==> src/rtl/pcreg_pkg.sv <==
// Shared types and constants for the fetch PC register.
package pcreg_pkg;

    localparam int unsigned PCREG_XLEN = 64;

    // Non-zero: fetch treats pc==0 as "no request".
    localparam logic [PCREG_XLEN-1:0] PCREG_RESET_PC = 64'h0000_0000_8000_0000;

    typedef enum logic {
        RUN  = 1'b0,
        PEND = 1'b1
    } pcreg_state_t;

    // Execute-stage redirect bundle.
    typedef struct packed {
        logic                  valid;
        logic [PCREG_XLEN-1:0] pc;
    } redirect_t;

endpackage

==> src/rtl/pcreg.sv <==
// Fetch PC register: picks redirect / hold / predicted PC, and defers redirects
// that arrive while the instruction bus is still busy with the current address.
module pcreg
    import pcreg_pkg::*;
#(
    parameter int unsigned        XLEN     = PCREG_XLEN,
    parameter logic [XLEN-1:0]    RESET_PC = XLEN'(PCREG_RESET_PC)
) (
    input  logic            clk,
    input  logic            reset,
    input  logic [XLEN-1:0] predPC,
    input  logic            imem_wait,
    input  logic            stall,
    input  logic            redirect_valid,
    input  logic [XLEN-1:0] redirect_pc,
    output logic [XLEN-1:0] pc,
    output logic            squashF,
    output logic            redirect_pending,
    output logic            pc_misalign
);

    pcreg_state_t    state_q, state_d;
    logic [XLEN-1:0] pc_q, pc_d;
    logic [XLEN-1:0] pend_pc_q, pend_pc_d;
    logic            misalign_q, misalign_d;
    logic            squash_c;

    // Next-PC selection and FSM transitions; the bus address stays put until data_ok.
    always_comb begin
        state_d   = state_q;
        pc_d      = pc_q;
        pend_pc_d = pend_pc_q;
        squash_c  = 1'b0;
        case (state_q)
            RUN: begin
                if (redirect_valid) begin
                    squash_c = 1'b1;
                    if (imem_wait) begin
                        pend_pc_d = redirect_pc;
                        state_d   = PEND;
                    end else begin
                        pc_d = redirect_pc;
                    end
                end else if (!imem_wait && !stall) begin
                    pc_d = predPC;
                end
            end
            PEND: begin
                // Current fetch is wrong-path; stall is irrelevant once it lands.
                squash_c = 1'b1;
                if (redirect_valid) begin
                    pend_pc_d = redirect_pc;
                end
                if (!imem_wait) begin
                    pc_d    = redirect_valid ? redirect_pc : pend_pc_q;
                    state_d = RUN;
                end
            end
            default: begin
                state_d = RUN;
            end
        endcase
        misalign_d = (pc_d[1:0] != 2'b00);
    end

    // State, PC, pending target and misalign flag.
    always_ff @(posedge clk or posedge reset) begin
        if (reset) begin
            state_q    <= RUN;
            pc_q       <= RESET_PC;
            pend_pc_q  <= '0;
            misalign_q <= 1'b0;
        end else begin
            state_q    <= state_d;
            pc_q       <= pc_d;
            pend_pc_q  <= pend_pc_d;
            misalign_q <= misalign_d;
        end
    end

    assign pc               = pc_q;
    assign squashF          = squash_c;
    assign redirect_pending = (state_q == PEND);
    assign pc_misalign      = misalign_q;

`ifndef SYNTHESIS
    // A zero redirect target would look like "no request" to fetch.
    a_redirect_nonzero: assert property (@(posedge clk) disable iff (reset)
        redirect_valid |-> (redirect_pc != '0));
`endif

endmodule

==> config.mk <==
export PLATFORM = sky130hd
export DESIGN_NAME = pcreg
export DESIGN_NICKNAME = d
export VERILOG_FILES = /design/src/rtl/pcreg_pkg.sv /design/src/rtl/pcreg.sv
export SDC_FILE = /design/constraint.sdc
export NUM_CORES = 1
export LEC_CHECK = 0
export BUFFER_PORTS_ARGS = -buffer_cell sky130_fd_sc_hd__buf_2
export CORE_MARGIN = 10
export CORE_UTILIZATION = 52
export DETAILED_ROUTE_END_ITERATION = 7
export PLACE_DENSITY = 0.77
export SETUP_SLACK_MARGIN = 0.15
export SLEW_MARGIN = 10
export SYNTH_ARGS = -nofsm -noshare
export SYNTH_HDL_FRONTEND = slang
export SYNTH_SLANG_ARGS = --single-unit
export TNS_END_PERCENT = 50
==> constraint.sdc <==
create_clock -name clk -period 4.85 [get_ports clk]
set_clock_uncertainty 0.05 [all_clocks]
set_input_delay 0.97 -clock clk [delete_from_list [all_inputs] [get_ports clk]]
set_output_delay 0.97 -clock clk [all_outputs]
set_load 0.02 [all_outputs]
# After elaboration in Yosys (flattened, before gate mapping)

Cells that the tools add are included.
W data, S select, Z words.

Equal/unequal tests: 5
Multiplexer cells: 14
Bitwise logic cells: 1
Reductions and logical operators: 6

Operators with widths:

| cell                 | count |
|---|---|
| $mux W64             | 7 |
| $pmux W64 S2         | 2 |
| $ne A2 B2 Y1 const B | 3 |
| $ne A3 B3 Y1 const B | 2 |
| $pmux W1 S2          | 2 |
| $mux W1              | 3 |
| $reduce_and A3 Y1    | 1 |
| $logic_not A1 Y1     | 2 |
| $reduce_and A2 Y1    | 1 |
| $reduce_bool A2 Y1   | 1 |
| $logic_and A1 B1 Y1  | 1 |
| $not A1 Y1           | 1 |

Bits in registers: 130
Input bits: 133

# Longest topological paths before layout

Gate-level depths: netlist (run 1).

Word-level depth: 6
Gate-level depth with buffers: 6
Gate-level depth less buffers: 3

# Worst setup path after synthesis (run 1)

Ideal clock, no wire load.

Kind: input-to-output
From: input port redirect_valid
To: output port squashF
Arrival time: 1.622 ns
Required time: 3.830 ns
Slack: 2.208 ns
Stages on the path: 3
Buffers on the path: 2
Cell sequence: buf_4 > or2_2 > clkbuf_1

Cells in the longest elaborated chain, start to end: 2

RTL lines:

| element         | RTL line    | RTL |
|---|---|---|
| start, declared | pcreg.sv:14 | `input logic redirect_valid,` |
| $mux W1         | pcreg.sv:36 | `if (redirect_valid) begin` |
| $pmux W1 S2     | pcreg.sv:34 | `case (state_q)` |
| end, declared   | pcreg.sv:17 | `output logic squashF,` |

No other way between the ends.

# Final worst setup path (run 1)

Same ends and word-level chain as after synthesis.

==> results of run 1 <==
layout by cell type, fill, tap and decap left out, types with 2 or more instances in the layout:
cell type / Yosys / layout
clkinv_2: 0 / 3
o211ai_1: 2 / 2
o21ai_0: 81 / 81
mux2_2: 98 / 98
clkbuf_8: 0 / 6
o21ai_1: 5 / 5
and2_1: 39 / 39
clkbuf_1: 27 / 2
a2bb2oi_1: 38 / 38
bufinv_16: 0 / 2
or2_2: 2 / 2
buf_4: 5 / 10
nand2b_1: 3 / 3
a222oi_1: 23 / 23
mux2_1: 6 / 6
nor3b_1: 38 / 38
diode_2: 0 / 2
dfrtp_1: 129 / 128
a211oi_1: 38 / 38
clkbuf_16: 0 / 17
buf_2: 26 / 198
mux2i_1: 2 / 2
power breakdown:
part	switching [uW]	leakage (uW)	total [uW]	internal [uW]
logic	355	0.00178	659	304
registers	99.9	0.00155	1350	1250
clock network	449	0.000295	1280	830
kinds of logic (layout without fill, tap and decap cells):
logic type | count (synthesis) | in the layout
AO/OA/AOI/OAI | 192 | 192
flip-flops | 130 | 130
multiplexers | 106 | 106
AND/OR/NAND/NOR | 91 | 91
buffers and inverters | 63 | 239
other | 0 | 2
Yosys cell counts (2+ instances only):
| library cell | instances | area [um2] |
|---|---|---|
| a222oi_1 | 23 | 230 |
| clkbuf_1 | 27 | 101 |
| mux2i_1 | 2 | 20.0 |
| nor2_1 | 3 | 11.3 |
| o21ai_1 | 5 | 25.0 |
| buf_2 | 26 | 130 |
| and2_1 | 39 | 244 |
| nor3b_1 | 38 | 285 |
| o21ai_0 | 81 | 405 |
| a211oi_1 | 38 | 285 |
| nand2b_1 | 3 | 18.8 |
| o211ai_1 | 2 | 15.0 |
| dfrtp_1 | 129 | 3230 |
| or2_2 | 2 | 12.5 |
| a2bb2oi_1 | 38 | 333 |
| buf_1 | 2 | 7.51 |
| mux2_1 | 6 | 67.6 |
| buf_4 | 5 | 37.5 |
| mux2_2 | 98 | 1100 |
through the flow:
step,power [uW],util [%],worst slack (ns),instances,hold WS (ns)
6_report,3280,65.9,1.59,932,0.442
5_1_grt,3420,65.9,1.51,931,0.461
4_1_cts,3300,65.9,1.62,930,0.443
3_5_place_dp,2020,61.2,1.48,900,0.432
3_3_place_gp,1990,61.2,1.61,900,0.421
2_1_floorplan,1780,-,0.362,582,0.410
sequential cells by signal, indices dropped and copies added, names as in the netlist:
name and flops:
pc 64, pc_misalign 1, pend_pc_q 64, redirect_pending 1
critical path: cells and delay by family:
| kind | cells | cell delay (ns) |
|---|---|---|
| buf+inv | 2 | 0.89 |
| simple gates | 1 | 0.32 |
cell type report:
class,instances,area (um2)
antenna,2,5.00
tap,172,215
multi-input combinational,389,3180
timing repair buffer,208,1070
sequential,130,3260
inverter,1,6.26
fill,1017,4300
clock buffer,25,515
clock inverter,5,75.1
path summary, 6_finish.rpt:
path,end,start,slack [ns]
setup / recovery,squashF,redirect_valid,1.59
hold / removal,pend_pc_q[46]$_DFFE_PP0P_,pend_pc_q[46]$_DFFE_PP0P_,0.44
setup reg to reg,pend_pc_q[7]$_DFFE_PP0P_,redirect_pending$_DFF_PP0_,2.08
hold reg to reg,pend_pc_q[46]$_DFFE_PP0P_,pend_pc_q[46]$_DFFE_PP0P_,0.44
max in group asynchronous,pc[4]$_DFFE_PP0P_,reset,3.19
min in group asynchronous,pend_pc_q[7]$_DFFE_PP0P_,reset,0.51
metal layers:
layer / global-route usage (%) / vias up
met1: 25.7 / 2729
met3: 8.01 / 28
li1: - / 2553
met4: 7.13 / 0
met2: 34.7 / 257
met5: 0 / -
==> flow_metrics.env, run 1 <==
export IMPL_status="completed"
export IMPL_rsz0062_at_grt="false"
export IMPL_drive_above_1_share_pct=45.5
export IMPL_avgViaCountPerCell=5.97
export IMPL_max_freq_ghz=0.306
export IMPL_vdd_drop_max_mv=0.242
export IMPL_fin_crit_ns=3.26
export IMPL_drt_wirelength_per_cell_um=20.9
export IMPL_drv_cap=0
export IMPL_ios=200
export IMPL_hp_class="reg2reg"
export IMPL_power_leakage_uw=0.00362
export IMPL_path_class="in2out"
export IMPL_critPathLaunchType="input port"
export IMPL_clkSlewWorstSetupHoldPaths_ns=0.05
export IMPL_cp_slowest_stage_delay_ns=0.70
export IMPL_finalSetupTns_ns=0
export IMPL_route_met3_wl_um=1820
export IMPL_drtAntennaViolNets=0
export IMPL_synth_edf_count=0
export IMPL_drc=0
export IMPL_die_x_um=134
export IMPL_met2_length_um=9400
export IMPL_grt_usage_pct=21.4
export IMPL_crit_required_ns=3.83
export IMPL_cts_setup_buffers=0
export IMPL_synthArstFlopShare_pct=100
export IMPL_syn_area_mm2=0.00672
export IMPL_grt_max_degree=90
export IMPL_r2r_cells=3
export IMPL_holdPathStages=1
export IMPL_coreArea_mm2=0.0126
export IMPL_antenna_found_initial=2
export IMPL_topRoutingLayerUsed="met4"
export IMPL_path_cells="buf_4 > or2_2 > buf_2"
export IMPL_grt_pass1_wl_um=31200
export IMPL_htree_levels=4
export IMPL_cts_root_buf="clkbuf_16"
export IMPL_start_util_pct=53.2
export IMPL_clock_sinks=130
export IMPL_yosys_area_share_simple_pct=9.42
export IMPL_row_count=41
export IMPL_postLayoutCellArea_mm2=0.00832
export IMPL_fin_nets=880
export IMPL_syn_to_final_growth_pct=23.8
export IMPL_tightestPinTransition_ns=1.32
export IMPL_postPlaceCellArea_mm2=0.00772
export IMPL_synth_top_family_by_area="compound AO/OA/AOI/OAI gates"
export IMPL_clockBufferDepth=2
export IMPL_cts_hold_buf=0
export IMPL_avgSynthCellArea_um2=11.5
export IMPL_hpwlAfterDp_um=13300
export IMPL_synth_mux_area_share_pct=17.7
export IMPL_synth_cell_types=34
export IMPL_setup_viol=0
export IMPL_io_buffers=199
export IMPL_clock_latency_ns=0.42
export IMPL_dr_pass1_iters=6
export IMPL_gp_congestion=0.785
export IMPL_ys_ff_latch=130
export IMPL_drv_slew=0
export IMPL_overflow=0
export IMPL_syn_instance_count=582
export IMPL_arrival_ns=2.24
export IMPL_dieHeight_um=134
export IMPL_crit_path_top_delay_cell="buf_4"
export IMPL_cp_end_kind="output port"
export IMPL_cts_inserted_buffers=17
export IMPL_power_density_mw_per_mm2=395
export IMPL_cts_tree="done"
export IMPL_cp_max_fo=89
export IMPL_synth_xor_area_share_pct=0
export IMPL_synth_compound_area_share_pct=20.0
export IMPL_dominantRegCellSynth="dfrtp_1"
export IMPL_dr_first_iter_drc_count=466
export IMPL_first_global_vias=5966
export IMPL_vias=5567
export IMPL_yosys_warnings=0
export IMPL_synth_fp_nets=715
export IMPL_synthAdderAreaFrac_pct=0
export IMPL_hold_viol=0
export IMPL_dieArea_mm2=0.0179
export IMPL_fin_crit_sh_pct=67.3
export IMPL_wl_met1_um=7940
export IMPL_cts_resized=0
export IMPL_ys_seq_area_share_pct=48.4
export IMPL_drt_wl_total_um=19500
export IMPL_maxSlewHeadroom_pct=11.4
(Power assumes the default switching activity.)
==> run 2: changes to the inputs <==
--- a/config.mk
+++ b/config.mk
@@ -7,9 +7,9 @@
 export LEC_CHECK = 0
 export BUFFER_PORTS_ARGS = -buffer_cell sky130_fd_sc_hd__buf_2
 export CORE_MARGIN = 10
-export CORE_UTILIZATION = 52
+export CORE_UTILIZATION = 47
 export DETAILED_ROUTE_END_ITERATION = 7
-export PLACE_DENSITY = 0.77
+export PLACE_DENSITY = 0.74
 export SETUP_SLACK_MARGIN = 0.15
 export SLEW_MARGIN = 10
 export SYNTH_ARGS = -nofsm -noshare
==> constraint.sdc (replaced) <==
create_clock -name clk -period 2.67 [get_ports clk]
set_clock_uncertainty 0.05 [all_clocks]
set_input_delay 0.534 -clock clk [delete_from_list [all_inputs] [get_ports clk]]
set_output_delay 0.534 -clock clk [all_outputs]
set_load 0.02 [all_outputs]
==> run 2 against run 1 <==
  * Clock power up 77%
  * Sequential power up 79%
  * Count of clock-buffer cells in the layout up 3
  * First-iteration DRC count down 21%
  * Combinational power up 88%
  * Total power up 81%
  * Via count up 1.0%
  * Wire length up 0.30%
  * Register-to-register slack worse by 1.4 ns
  * Die area up 9.0%
  * Sequential cell count unchanged
  * Critical endpoint is now redirect_pending
==> flow_metrics.env, run 2 (synthesized netlist as in run 1, its figures left out) <==
export IMPL_clock_latency_ns=0.42
export IMPL_grt_pass1_wl_um=31400
export IMPL_fin_crit_ns=2.26
export IMPL_fin_util_pct=60.7
export IMPL_avgViaCountPerCell=5.89
export IMPL_drv_slew=0
export IMPL_cp_max_fo=27
export IMPL_hp_class="in2async"
export IMPL_grt_usage_pct=19.6
export IMPL_cts_hold_buf=0
export IMPL_finalSetupTns_ns=0
export IMPL_drive_above_1_share_pct=46.4
export IMPL_cts_resized=0
export IMPL_die_x_um=140
export IMPL_maxSlewHeadroom_pct=30.8
export IMPL_coreArea_mm2=0.0139
export IMPL_dr_first_iter_drc_count=370
export IMPL_drt_wirelength_per_cell_um=20.5
export IMPL_dieArea_mm2=0.0195
export IMPL_power_uw=5930
export IMPL_first_global_vias=5904
export IMPL_drtAntennaViolNets=0
export IMPL_rsz0062_at_grt="false"
export IMPL_path_class="reg2out"
export IMPL_dr_pass1_iters=5
export IMPL_fin_crit_sh_pct=84.8
export IMPL_overflow=0
export IMPL_vias=5624
export IMPL_fill_cells=1164
export IMPL_layout_common_cells="198 x buf_2, 128 x dfrtp_1, 98 x mux2_2, 81 x o21ai_0, 39 x and2_1"
export IMPL_r2r_slack_ns=0.70
export IMPL_drv_cap=0
export IMPL_arrival_ns=1.68
export IMPL_vdd_drop_max_mv=0.414
export IMPL_row_count=43
export IMPL_power_leakage_uw=0.00369
export IMPL_cts_root_buf="clkbuf_16"
export IMPL_ios=200
export IMPL_r2r_start="redirect_pending$_DFF_PP0_"
export IMPL_power_density_mw_per_mm2=701
export IMPL_fin_nets=894
export IMPL_layout_commonest_cell="buf_2"
export IMPL_antenna_found_initial=2
export IMPL_cp_end_kind="output port"
export IMPL_multiInputGateArea_mm2=0.00318
export IMPL_drt_wl_total_um=19600
export IMPL_htree_levels=4
export IMPL_cts_tree="done"
export IMPL_crit_required_ns=2.09
export IMPL_syn_to_final_growth_pct=25.9
export IMPL_io_buffers=199
export IMPL_setup_viol=0
export IMPL_gp_congestion=0.805
export IMPL_cts_inserted_buffers=17
export IMPL_clkSlewWorstSetupHoldPaths_ns=0.05
export IMPL_clock_sinks=130
export IMPL_drc=0
export IMPL_hpwlAfterDp_um=14000
export IMPL_start_util_pct=48.2
export IMPL_regArea_mm2=0.00326
export IMPL_status="completed"
export IMPL_r2r_end="pend_pc_q[57]$_DFFE_PP0P_"
export IMPL_dieHeight_um=140
export IMPL_grt_max_degree=72
export IMPL_r2r_cells=3
export IMPL_pre_cts_slack_ns=0.402
export IMPL_clockBufferDepth=2
export IMPL_tightestPinTransition_ns=1.04
export IMPL_cts_setup_buffers=0
export IMPL_critPathLaunchType="flop"
export IMPL_hold_viol=0
export IMPL_setup_slack_ns=0.405
export IMPL_max_freq_ghz=0.442
[run 2: worst max-delay path by stage]
stage / startpoint / endpoint / slack [ns] / cells after the start
2_1_floorplan: reset / pc[0]$_DFF_PP0_ / 0.48 / 1
3_3_place_gp: imem_wait / pend_pc_q[55]$_DFFE_PP0P_ / 0.47 / 4
3_5_place_dp: imem_wait / pend_pc_q[57]$_DFFE_PP0P_ / 0.40 / 4
4_1_cts: redirect_pending$_DFF_PP0_ / redirect_pending / 0.39 / 3
5_1_grt: redirect_pending$_DFF_PP0_ / redirect_pending / 0.34 / 3
6_report: redirect_pending$_DFF_PP0_ / redirect_pending / 0.41 / 3
[run 2: layout make-up]
cell class / count / area share (%)
Antenna cell: 1 / 0.0296
Clock buffer: 28 / 6.35
Clock inverter: 4 / 0.532
Inverter: 1 / 0.0887
Multi-Input combinational cell: 389 / 37.6
Sequential cell: 130 / 38.5
Tap cell: 180 / 2.66
Timing Repair Buffer: 222 / 14.3
[run 2: layer usage]
metal  track usage [%]  vias up  share of wire, %
li1                  -     2579                 -
met1              23.9     2803                42
met2              30.9      223                47
met3              8.47       17               9.8
met4              5.92        2              0.97
met5                 0        -             0.066
[run 2: power breakdown]
part | switching (uW) | internal [uW]
clock network | 811 | 1450
logic | 670 | 574
registers | 160 | 2260
[run 2: worst max-delay path, stage by stage, from the launching register on]
cell,delay (ns)
dfrtp_2,0.38
buf_4,0.28
buf_4,0.35
buf_2,0.24
[run 2: through the flow]
| stage | instance area (um2) | hold slack [ns] | cells |
|---|---|---|---|
| 6_report | 8460 | 0.0384 | 955 |
| 3_5_place_dp | 7880 | 0.427 | 922 |
| 3_3_place_gp | 7880 | 0.423 | 922 |
| 4_1_cts | 8460 | 0.0294 | 954 |
| 2_1_floorplan | 6720 | 0.410 | 582 |
| 5_1_grt | 8460 | 0.0403 | 954 |
